<file path="src/rtl/gbf_load_pkg.sv">
// -----------------------------------------------------------------------------
// gbf_load_pkg
// Shared definitions for the TS3D global-buffer load sequencer:
//   - tgt_e   : write-port selector carried in the header word
//   - state_e : sequencer state encoding
//   - header field bit positions and widths
//   - isWeiSide() helper to pick the address width family of a target
// No ports; imported by gbf_load_addrgen and gbf_load_ctrl.
// -----------------------------------------------------------------------------
package gbf_load_pkg;

    typedef enum logic [1:0] {
        TGT_WEI    = 2'd0,
        TGT_FLGWEI = 2'd1,
        TGT_ACT    = 2'd2,
        TGT_FLGACT = 2'd3
    } tgt_e;

    typedef enum logic {
        IDLE  = 1'b0,
        BURST = 1'b1
    } state_e;

    localparam int HDR_TGT_LSB  = 0;
    localparam int HDR_TGT_MSB  = 1;
    localparam int HDR_ADDR_LSB = 2;
    localparam int HDR_ADDR_MSB = 17;
    localparam int HDR_LEN_LSB  = 18;
    localparam int HDR_LEN_MSB  = 31;
    localparam int HDR_ADDR_W   = HDR_ADDR_MSB - HDR_ADDR_LSB + 1;
    localparam int HDR_LEN_W    = HDR_LEN_MSB - HDR_LEN_LSB + 1;

    // Bits that must be zero in a FLGACT header; reserved for future targets.
    localparam int HDR_RSV_LSB  = 62;
    localparam int HDR_RSV_MSB  = 63;

    // Weight and weight-flag buffers share the WEI address width,
    // activation and activation-flag buffers share the ACT width.
    function automatic logic isWeiSide(input tgt_e tgt);
        return (tgt == TGT_WEI) || (tgt == TGT_FLGWEI);
    endfunction

endpackage

</file>
<file path="src/rtl/gbf_load_addrgen.sv">
// -----------------------------------------------------------------------------
// gbf_load_addrgen
// Loadable wrapping address counter plus burst down-counter.
// Ports:
//   clk, rst_n            : clock, asynchronous active-low reset
//   i_load                : load start address and remaining count
//   i_loadAddr [AW-1:0]   : start address (masked by i_mask on load)
//   i_loadCnt  [CW-1:0]   : remaining words after the first (LEN-1)
//   i_step                : one word written; advance address, count down
//   i_mask     [AW-1:0]   : all-ones over the active address width, so the
//                           address wraps modulo 2^(target AW)
//   o_addr     [AW-1:0]   : address for the next write
//   o_last                : the next write is the last of the burst
// -----------------------------------------------------------------------------
module gbf_load_addrgen
    import gbf_load_pkg::*;
#(
    parameter int AW = 12,
    parameter int CW = HDR_LEN_W
) (
    input  logic          clk,
    input  logic          rst_n,
    input  logic          i_load,
    input  logic [AW-1:0] i_loadAddr,
    input  logic [CW-1:0] i_loadCnt,
    input  logic          i_step,
    input  logic [AW-1:0] i_mask,
    output logic [AW-1:0] o_addr,
    output logic          o_last
);

    logic [AW-1:0] r_addr;
    logic [CW-1:0] r_cnt;

    // Load has priority over step; the two are mutually exclusive in the
    // controller anyway. The count floors at zero so a stray step after
    // the last word cannot underflow into a huge burst.
    always_ff @(posedge clk or negedge rst_n) begin
        if (!rst_n) begin
            r_addr <= '0;
            r_cnt  <= '0;
        end else if (i_load) begin
            r_addr <= i_loadAddr & i_mask;
            r_cnt  <= i_loadCnt;
        end else if (i_step) begin
            r_addr <= (r_addr + AW'(1)) & i_mask;
            if (r_cnt != '0) begin
                r_cnt <= r_cnt - CW'(1);
            end
        end
    end

    assign o_addr = r_addr;
    assign o_last = (r_cnt == '0);

endmodule

</file>
<file path="src/rtl/gbf_load_ctrl.sv">
// -----------------------------------------------------------------------------
// gbf_load_ctrl
// Load sequencer for the TS3D global buffers. A valid/ready word stream is
// parsed as header + LEN payload words; payloads are written, one per
// accepted beat, to the WEI / FLGWEI / ACT / FLGACT global-buffer ports with
// an incrementing, wrapping address.
// Ports:
//   clk, rst_n                    : clock, asynchronous active-low reset
//   IF_Dat/IF_Val/IF_Rdy          : input word stream
//   GBF*_Val                      : target buffer can accept a write
//   GBF*_EnWr/_AddrWr/_DatWr      : registered write port per buffer
//   Busy                          : burst in progress
//   Done                          : one-cycle pulse with the final write
//   Err                           : sticky, FLGACT header with bits 63:62 set
//   StallCnt [15:0]               : only when GBF_LOAD_STALLCNT_EN is defined;
//                                   saturating count of target-stall cycles
// Build option: define GBF_LOAD_STALLCNT_EN to add the StallCnt port.
// -----------------------------------------------------------------------------
module gbf_load_ctrl
    import gbf_load_pkg::*;
#(
    parameter int PORT_DW   = 64,
    parameter int WEI_AW    = 12,
    parameter int ACT_AW    = 12,
    parameter int WEI_DW    = 64,
    parameter int FLGWEI_DW = 32,
    parameter int ACT_DW    = 8,
    parameter int FLGACT_DW = 32
) (
    input  logic                 clk,
    input  logic                 rst_n,
    input  logic [PORT_DW-1:0]   IF_Dat,
    input  logic                 IF_Val,
    output logic                 IF_Rdy,
    input  logic                 GBFWEI_Val,
    input  logic                 GBFFLGWEI_Val,
    input  logic                 GBFACT_Val,
    input  logic                 GBFFLGACT_Val,
    output logic                 GBFWEI_EnWr,
    output logic                 GBFFLGWEI_EnWr,
    output logic                 GBFACT_EnWr,
    output logic                 GBFFLGACT_EnWr,
    output logic [WEI_AW-1:0]    GBFWEI_AddrWr,
    output logic [WEI_AW-1:0]    GBFFLGWEI_AddrWr,
    output logic [ACT_AW-1:0]    GBFACT_AddrWr,
    output logic [ACT_AW-1:0]    GBFFLGACT_AddrWr,
    output logic [WEI_DW-1:0]    GBFWEI_DatWr,
    output logic [FLGWEI_DW-1:0] GBFFLGWEI_DatWr,
    output logic [ACT_DW-1:0]    GBFACT_DatWr,
    output logic [FLGACT_DW-1:0] GBFFLGACT_DatWr,
    output logic                 Busy,
    output logic                 Done,
    output logic                 Err
`ifdef GBF_LOAD_STALLCNT_EN
    ,
    output logic [15:0]          StallCnt
`endif
);

    localparam int AW = (WEI_AW > ACT_AW) ? WEI_AW : ACT_AW;
    localparam logic [AW-1:0] WEI_MASK = AW'((64'd1 << WEI_AW) - 64'd1);
    localparam logic [AW-1:0] ACT_MASK = AW'((64'd1 << ACT_AW) - 64'd1);

    state_e                r_state;
    tgt_e                  r_tgt;
    logic                  r_live;
    logic                  w_tgtVal;
    logic                  w_accept;
    logic                  w_last;
    logic [AW-1:0]         w_addr;
    logic [AW-1:0]         w_mask;
    tgt_e                  w_hdrTgt;
    logic [AW-1:0]         w_hdrAddr;
    logic [HDR_LEN_W-1:0]  w_hdrCnt;
    logic [1:0]            w_rsvBits;

    assign w_hdrTgt  = tgt_e'(IF_Dat[HDR_TGT_MSB:HDR_TGT_LSB]);
    assign w_hdrAddr = AW'(IF_Dat[HDR_ADDR_MSB:HDR_ADDR_LSB]);
    assign w_hdrCnt  = IF_Dat[HDR_LEN_MSB:HDR_LEN_LSB];

    generate
        if (PORT_DW > HDR_RSV_MSB) begin : g_rsvBits
            assign w_rsvBits = IF_Dat[HDR_RSV_MSB:HDR_RSV_LSB];
        end else begin : g_noRsvBits
            assign w_rsvBits = 2'b00;
        end
    endgenerate

    // Val of the latched target gates the stream during a burst; the other
    // three Val inputs have no effect.
    always_comb begin
        w_tgtVal = 1'b0;
        case (r_tgt)
            TGT_WEI:    w_tgtVal = GBFWEI_Val;
            TGT_FLGWEI: w_tgtVal = GBFFLGWEI_Val;
            TGT_ACT:    w_tgtVal = GBFACT_Val;
            TGT_FLGACT: w_tgtVal = GBFFLGACT_Val;
            default:    w_tgtVal = 1'b0;
        endcase
    end

    // r_live keeps IF_Rdy low until the first clock after reset release.
    assign IF_Rdy   = r_live & ((r_state == IDLE) | w_tgtVal);
    assign w_accept = IF_Val & IF_Rdy;

    // The header picks the wrap width on load; the latched target on steps.
    assign w_mask = (r_state == IDLE)
                  ? (isWeiSide(w_hdrTgt) ? WEI_MASK : ACT_MASK)
                  : (isWeiSide(r_tgt)    ? WEI_MASK : ACT_MASK);

    gbf_load_addrgen #(
        .AW (AW),
        .CW (HDR_LEN_W)
    ) u_addrgen (
        .clk        (clk),
        .rst_n      (rst_n),
        .i_load     ((r_state == IDLE) & w_accept),
        .i_loadAddr (w_hdrAddr),
        .i_loadCnt  (w_hdrCnt),
        .i_step     ((r_state == BURST) & w_accept),
        .i_mask     (w_mask),
        .o_addr     (w_addr),
        .o_last     (w_last)
    );

    // Sequencer with all outputs registered. In IDLE an accepted beat is a
    // header; in BURST each accepted beat becomes one write on the latched
    // target. The last write returns to IDLE so the next header can be
    // taken in the same cycle that Done is high. Address/data of ports not
    // being written keep their previous value.
    always_ff @(posedge clk or negedge rst_n) begin
        if (!rst_n) begin
            r_state          <= IDLE;
            r_tgt            <= TGT_WEI;
            r_live           <= 1'b0;
            GBFWEI_EnWr      <= 1'b0;
            GBFFLGWEI_EnWr   <= 1'b0;
            GBFACT_EnWr      <= 1'b0;
            GBFFLGACT_EnWr   <= 1'b0;
            GBFWEI_AddrWr    <= '0;
            GBFFLGWEI_AddrWr <= '0;
            GBFACT_AddrWr    <= '0;
            GBFFLGACT_AddrWr <= '0;
            GBFWEI_DatWr     <= '0;
            GBFFLGWEI_DatWr  <= '0;
            GBFACT_DatWr     <= '0;
            GBFFLGACT_DatWr  <= '0;
            Busy             <= 1'b0;
            Done             <= 1'b0;
            Err              <= 1'b0;
        end else begin
            r_live         <= 1'b1;
            GBFWEI_EnWr    <= 1'b0;
            GBFFLGWEI_EnWr <= 1'b0;
            GBFACT_EnWr    <= 1'b0;
            GBFFLGACT_EnWr <= 1'b0;
            Done           <= 1'b0;
            case (r_state)
                IDLE: begin
                    Busy <= w_accept;
                    if (w_accept) begin
                        r_tgt   <= w_hdrTgt;
                        r_state <= BURST;
                        if ((w_hdrTgt == TGT_FLGACT) && (w_rsvBits != 2'b00)) begin
                            Err <= 1'b1;
                        end
                    end
                end
                BURST: begin
                    Busy <= 1'b1;
                    if (w_accept) begin
                        case (r_tgt)
                            TGT_WEI: begin
                                GBFWEI_EnWr   <= 1'b1;
                                GBFWEI_AddrWr <= WEI_AW'(w_addr);
                                GBFWEI_DatWr  <= IF_Dat[WEI_DW-1:0];
                            end
                            TGT_FLGWEI: begin
                                GBFFLGWEI_EnWr   <= 1'b1;
                                GBFFLGWEI_AddrWr <= WEI_AW'(w_addr);
                                GBFFLGWEI_DatWr  <= IF_Dat[FLGWEI_DW-1:0];
                            end
                            TGT_ACT: begin
                                GBFACT_EnWr   <= 1'b1;
                                GBFACT_AddrWr <= ACT_AW'(w_addr);
                                GBFACT_DatWr  <= IF_Dat[ACT_DW-1:0];
                            end
                            default: begin
                                GBFFLGACT_EnWr   <= 1'b1;
                                GBFFLGACT_AddrWr <= ACT_AW'(w_addr);
                                GBFFLGACT_DatWr  <= IF_Dat[FLGACT_DW-1:0];
                            end
                        endcase
                        if (w_last) begin
                            Done    <= 1'b1;
                            r_state <= IDLE;
                        end
                    end
                end
                default: r_state <= IDLE;
            endcase
        end
    end

`ifdef GBF_LOAD_STALLCNT_EN
    // Counts burst cycles where the host offers a word but the target
    // buffer holds it off; restarts with each new header and saturates.
    always_ff @(posedge clk or negedge rst_n) begin
        if (!rst_n) begin
            StallCnt <= '0;
        end else if ((r_state == IDLE) && w_accept) begin
            StallCnt <= '0;
        end else if ((r_state == BURST) && IF_Val && !w_tgtVal && (StallCnt != 16'hFFFF)) begin
            StallCnt <= StallCnt + 16'd1;
        end
    end
`endif

endmodule

</file>
<file path="config.mk">
export PLATFORM = sky130hd
export DESIGN_NAME = gbf_load_ctrl
export DESIGN_NICKNAME = d
export VERILOG_FILES = /design/src/rtl/gbf_load_pkg.sv /design/src/rtl/gbf_load_addrgen.sv /design/src/rtl/gbf_load_ctrl.sv
export SDC_FILE = /design/constraint.sdc
export NUM_CORES = 1
export LEC_CHECK = 0
export CORE_MARGIN = 3
export CORE_UTILIZATION = 48
export CTS_CLUSTER_SIZE = 10
export DETAILED_ROUTE_END_ITERATION = 7
export GPL_ROUTABILITY_DRIVEN = 0
export HOLD_SLACK_MARGIN = 0.08
export PLACE_DENSITY = 0.81
export SLEW_MARGIN = 20
export SYNTH_ARGS = -nofsm -noshare
export SYNTH_HDL_FRONTEND = slang
export SYNTH_HIERARCHICAL = 1
export SYNTH_SLANG_ARGS = --single-unit
</file>
<file path="constraint.sdc">
create_clock -name clk -period 2.8 [get_ports clk]
set_input_delay 0.28 -clock clk [delete_from_list [all_inputs] [get_ports clk]]
set_output_delay 0.28 -clock clk [all_outputs]
set_load 0.1 [all_outputs]
</file>
==> reports/metrics.cfg <==
[clock_tree]
tritoncts=built
cts-root-buf=clkbuf_16
path_clk_slew_ps=50
ctsLongestPathBuffers=3
htree_num_levels=1
cts_buffers=26
cts_sinks=221
clkLatencyLatePin_ps=510

[pwr]
p_sw_mw=4.21
p_per_area_mw_per_mm2=849
cellLeakagePower_nw=5.97
power_frac_clock=0.280
p_sw_frac=0.406
p_comb_frac=0.344
pwr-share-seq=0.376
cell_internal_pwr_mw=6.18
total_power_mw=10.4
ir_drop_mv=0.511

[worst_setup_path]
crit_fanout=12
path_cells=mux4_2 > and4_1 > buf_4 > and4_1 > a41oi_1 > a211oi_1 > a31o_2
startpoint_type=flop
worst_path_most_repeated_cell=and4_1
path_buf_inv=1
critPathRequiredTime_ps=3200
critical-path-top-delay-family=multiplexers
crit_slowest_cell=mux4_2
end_kind=flop
critPathKind=flop to flop
slowest_delay_ps=580
cp.arrival_ps=2820

[drt]
wl_per_cell_um=19.2
drtPass1Iterations=4
drtIter0Drc=251
dr_total_vias=6170
highest_layer=met4
met2WireLength_um=10200
met3_length_um=1810
via_per_inst=5.35
m1WireLength_um=9670
wl_um=22100
ant_nets=0
drc=0

[die]
ioPinCount=263
initial_core_util=0.494
dieWidth_um=143
num_rows=49
die_y_um=143
die_area_sq_mm=0.0204
core_area_sq_mm=0.0182

[synth]
ys.flop_type=dfrtp_1
synth_cell_types=63
synth_cells=612
avgSynthCellArea_sq_um=14.7
yosys_warnings=6
synth_enable_flop_cells=0
ys_seq_elements=221
yosysSeqAreaShare=0.614
async_reset_ff_frac=1.00
syn_area_sq_mm=0.00900

[sta]
finalSetupViolations=0
min_period_ps=2430
fmaxAchievable_mhz=412
finalSetupTns_ps=0
final.setup_skew_ps=13.0
hold_ws_ps=355
grt_setup_unrepaired=no
finalCritPeriodShare=0.867
drv_slew=0
finalHoldViolations=0
worst_pin_slew_ps=682
slew_headroom=0.546

[global_route]
grt_usage=0.216
antenna_found_initial=0
grt_pass1_vias=6491
grt_max_degree=88
grt_first_pass_wirelength_um=35200
globalRouteOverflowTotal=0

[layout]
fin_nets=992
area_delta_synth_final_pct=36.0
drive_above_1_share=0.445
antenna-diode-count=0
final_cell_mix=dfrtp_1 (221), buf_4 (201), mux2_2 (155)
final_common_cell=dfrtp_1

[hold_path]
hold_class=input pin to async pin

[outcome]
status=complete, no violations

[placed_design]
hpwl_um=15300
numPortBuffers=262

[run]
max_cap_violations=0

-- worst paths after layout --
| path | start | endpoint | slack, ps | cells after the start |
|---|---|---|---|---|
| max | r_tgt[0] | u_addrgen/o_addr[8] | 370 | 7 |
| min | rst_n | GBFWEI_DatWr[38] | 350 | 2 |
| max reg2reg | r_tgt[0] | u_addrgen/o_addr[8] | 370 | 7 |
| min reg2reg | GBFWEI_DatWr[59] | GBFWEI_DatWr[59] | 480 | 1 |
| max in group asynchronous | rst_n | GBFACT_AddrWr[9] | 1580 | 3 |
| min in group clk | IF_Dat[43] | GBFWEI_DatWr[43] | 360 | 2 |
-- stage by stage --
step,cell area (sq um),std cells,setup slack (ps),util
2_1_floorplan,9110,642,575,-
3_3_place_gp,11500,1119,274,0.633
3_5_place_dp,11500,1119,263,0.633
4_1_cts,12200,1153,380,0.672
5_1_grt,12200,1153,254,0.672
6_report,12200,1153,373,0.672
-- cell families (layout without fill, tap and decap cells) --
family                   count (synthesis)  after routing  share of synthesized area
adder cells (fa/ha/maj)                  2              2                    0.00278
AO/OA/AOI/OAI                           69             69                     0.0556
XOR/XNOR                                 2              2                    0.00195
multiplexers                           188            188                      0.236
buffers and inverters                   39            321                     0.0286
flip-flops                             221            221                      0.614
AND/OR/NAND/NOR                         90             90                     0.0599
other                                    1             31                   0.000417
-- Yosys cell counts, types with 2 or more instances --
cell type	number	share of area
a2bb2oi_1	4	0.0039
xnor2_1	2	0.0019
buf_4	3	0.0025
and2_1	2	0.0014
nand3b_1	2	0.0017
or4_2	3	0.0029
o21ai_0	11	0.0061
and4_1	4	0.0039
o311a_1	2	0.0022
nor2_1	11	0.0046
nand3_1	15	0.0083
a31o_2	3	0.0029
o311ai_0	2	0.0019
nor3_1	5	0.0028
nand2_1	20	0.0083
o31ai_1	8	0.0067
a31oi_1	6	0.0042
ha_1	2	0.0028
a41oi_1	2	0.0019
clkbuf_1	7	0.0029
buf_2	6	0.0033
or3_1	3	0.0021
a211oi_1	3	0.0025
inv_1	9	0.0038
o41ai_1	2	0.0019
mux2_1	31	0.039
nor4_1	4	0.0028
nand4_1	6	0.0042
o211ai_1	2	0.0017
dfrtp_1	221	0.61
a211o_1	2	0.0019
buf_6	11	0.014
a21boi_0	2	0.0017
or4_4	2	0.0025
mux2_2	155	0.19
a21oi_1	12	0.0067
-- registers in the layout, summed over array words and instances (netlist names), 2 cells and up --
name / flops
u_addrgen/o_addr: 12
GBFWEI_AddrWr: 12
GBFFLGACT_DatWr: 32
GBFWEI_DatWr: 64
u_addrgen/r_cnt: 14
r_tgt: 2
GBFACT_AddrWr: 12
GBFFLGWEI_DatWr: 32
GBFFLGWEI_AddrWr: 12
GBFFLGACT_AddrWr: 12
GBFACT_DatWr: 8
-- per-layer routing --
metal / global-route usage / vias to the layer above
li1: - / 2827
met5: 0 / -
met4: 0.0520 / 0
met1: 0.291 / 3092
met3: 0.0606 / 33
met2: 0.351 / 218
-- final cells by class --
cell class | instances | area (sq um)
clock buffer | 32 | 704
clock inverter | 1 | 5.00
fill | 1374 | 5970
inverter | 11 | 46.3
multi-input combinational | 382 | 3340
sequential | 221 | 5530
tap | 229 | 287
timing repair buffer | 277 | 2320
-- power groups by stage --
stage	clock [mW]	combinational, mW	sequential [mW]
2_1_floorplan	0	0.694	5.94
3_3_place_gp	0	3.56	3.94
3_5_place_dp	0	3.59	3.96
4_1_cts	3.00	3.60	3.90
5_1_grt	3.15	3.73	3.96
6_report	2.91	3.58	3.91
-- repair_timing --
item                      in CTS  in global routing
hold buffers                   1                  0
hold endpoints to repair      82                  0
gates resized for setup        0                  0
buffers inserted               0                  0
Note: power is estimated with default switching activity, not from simulation.
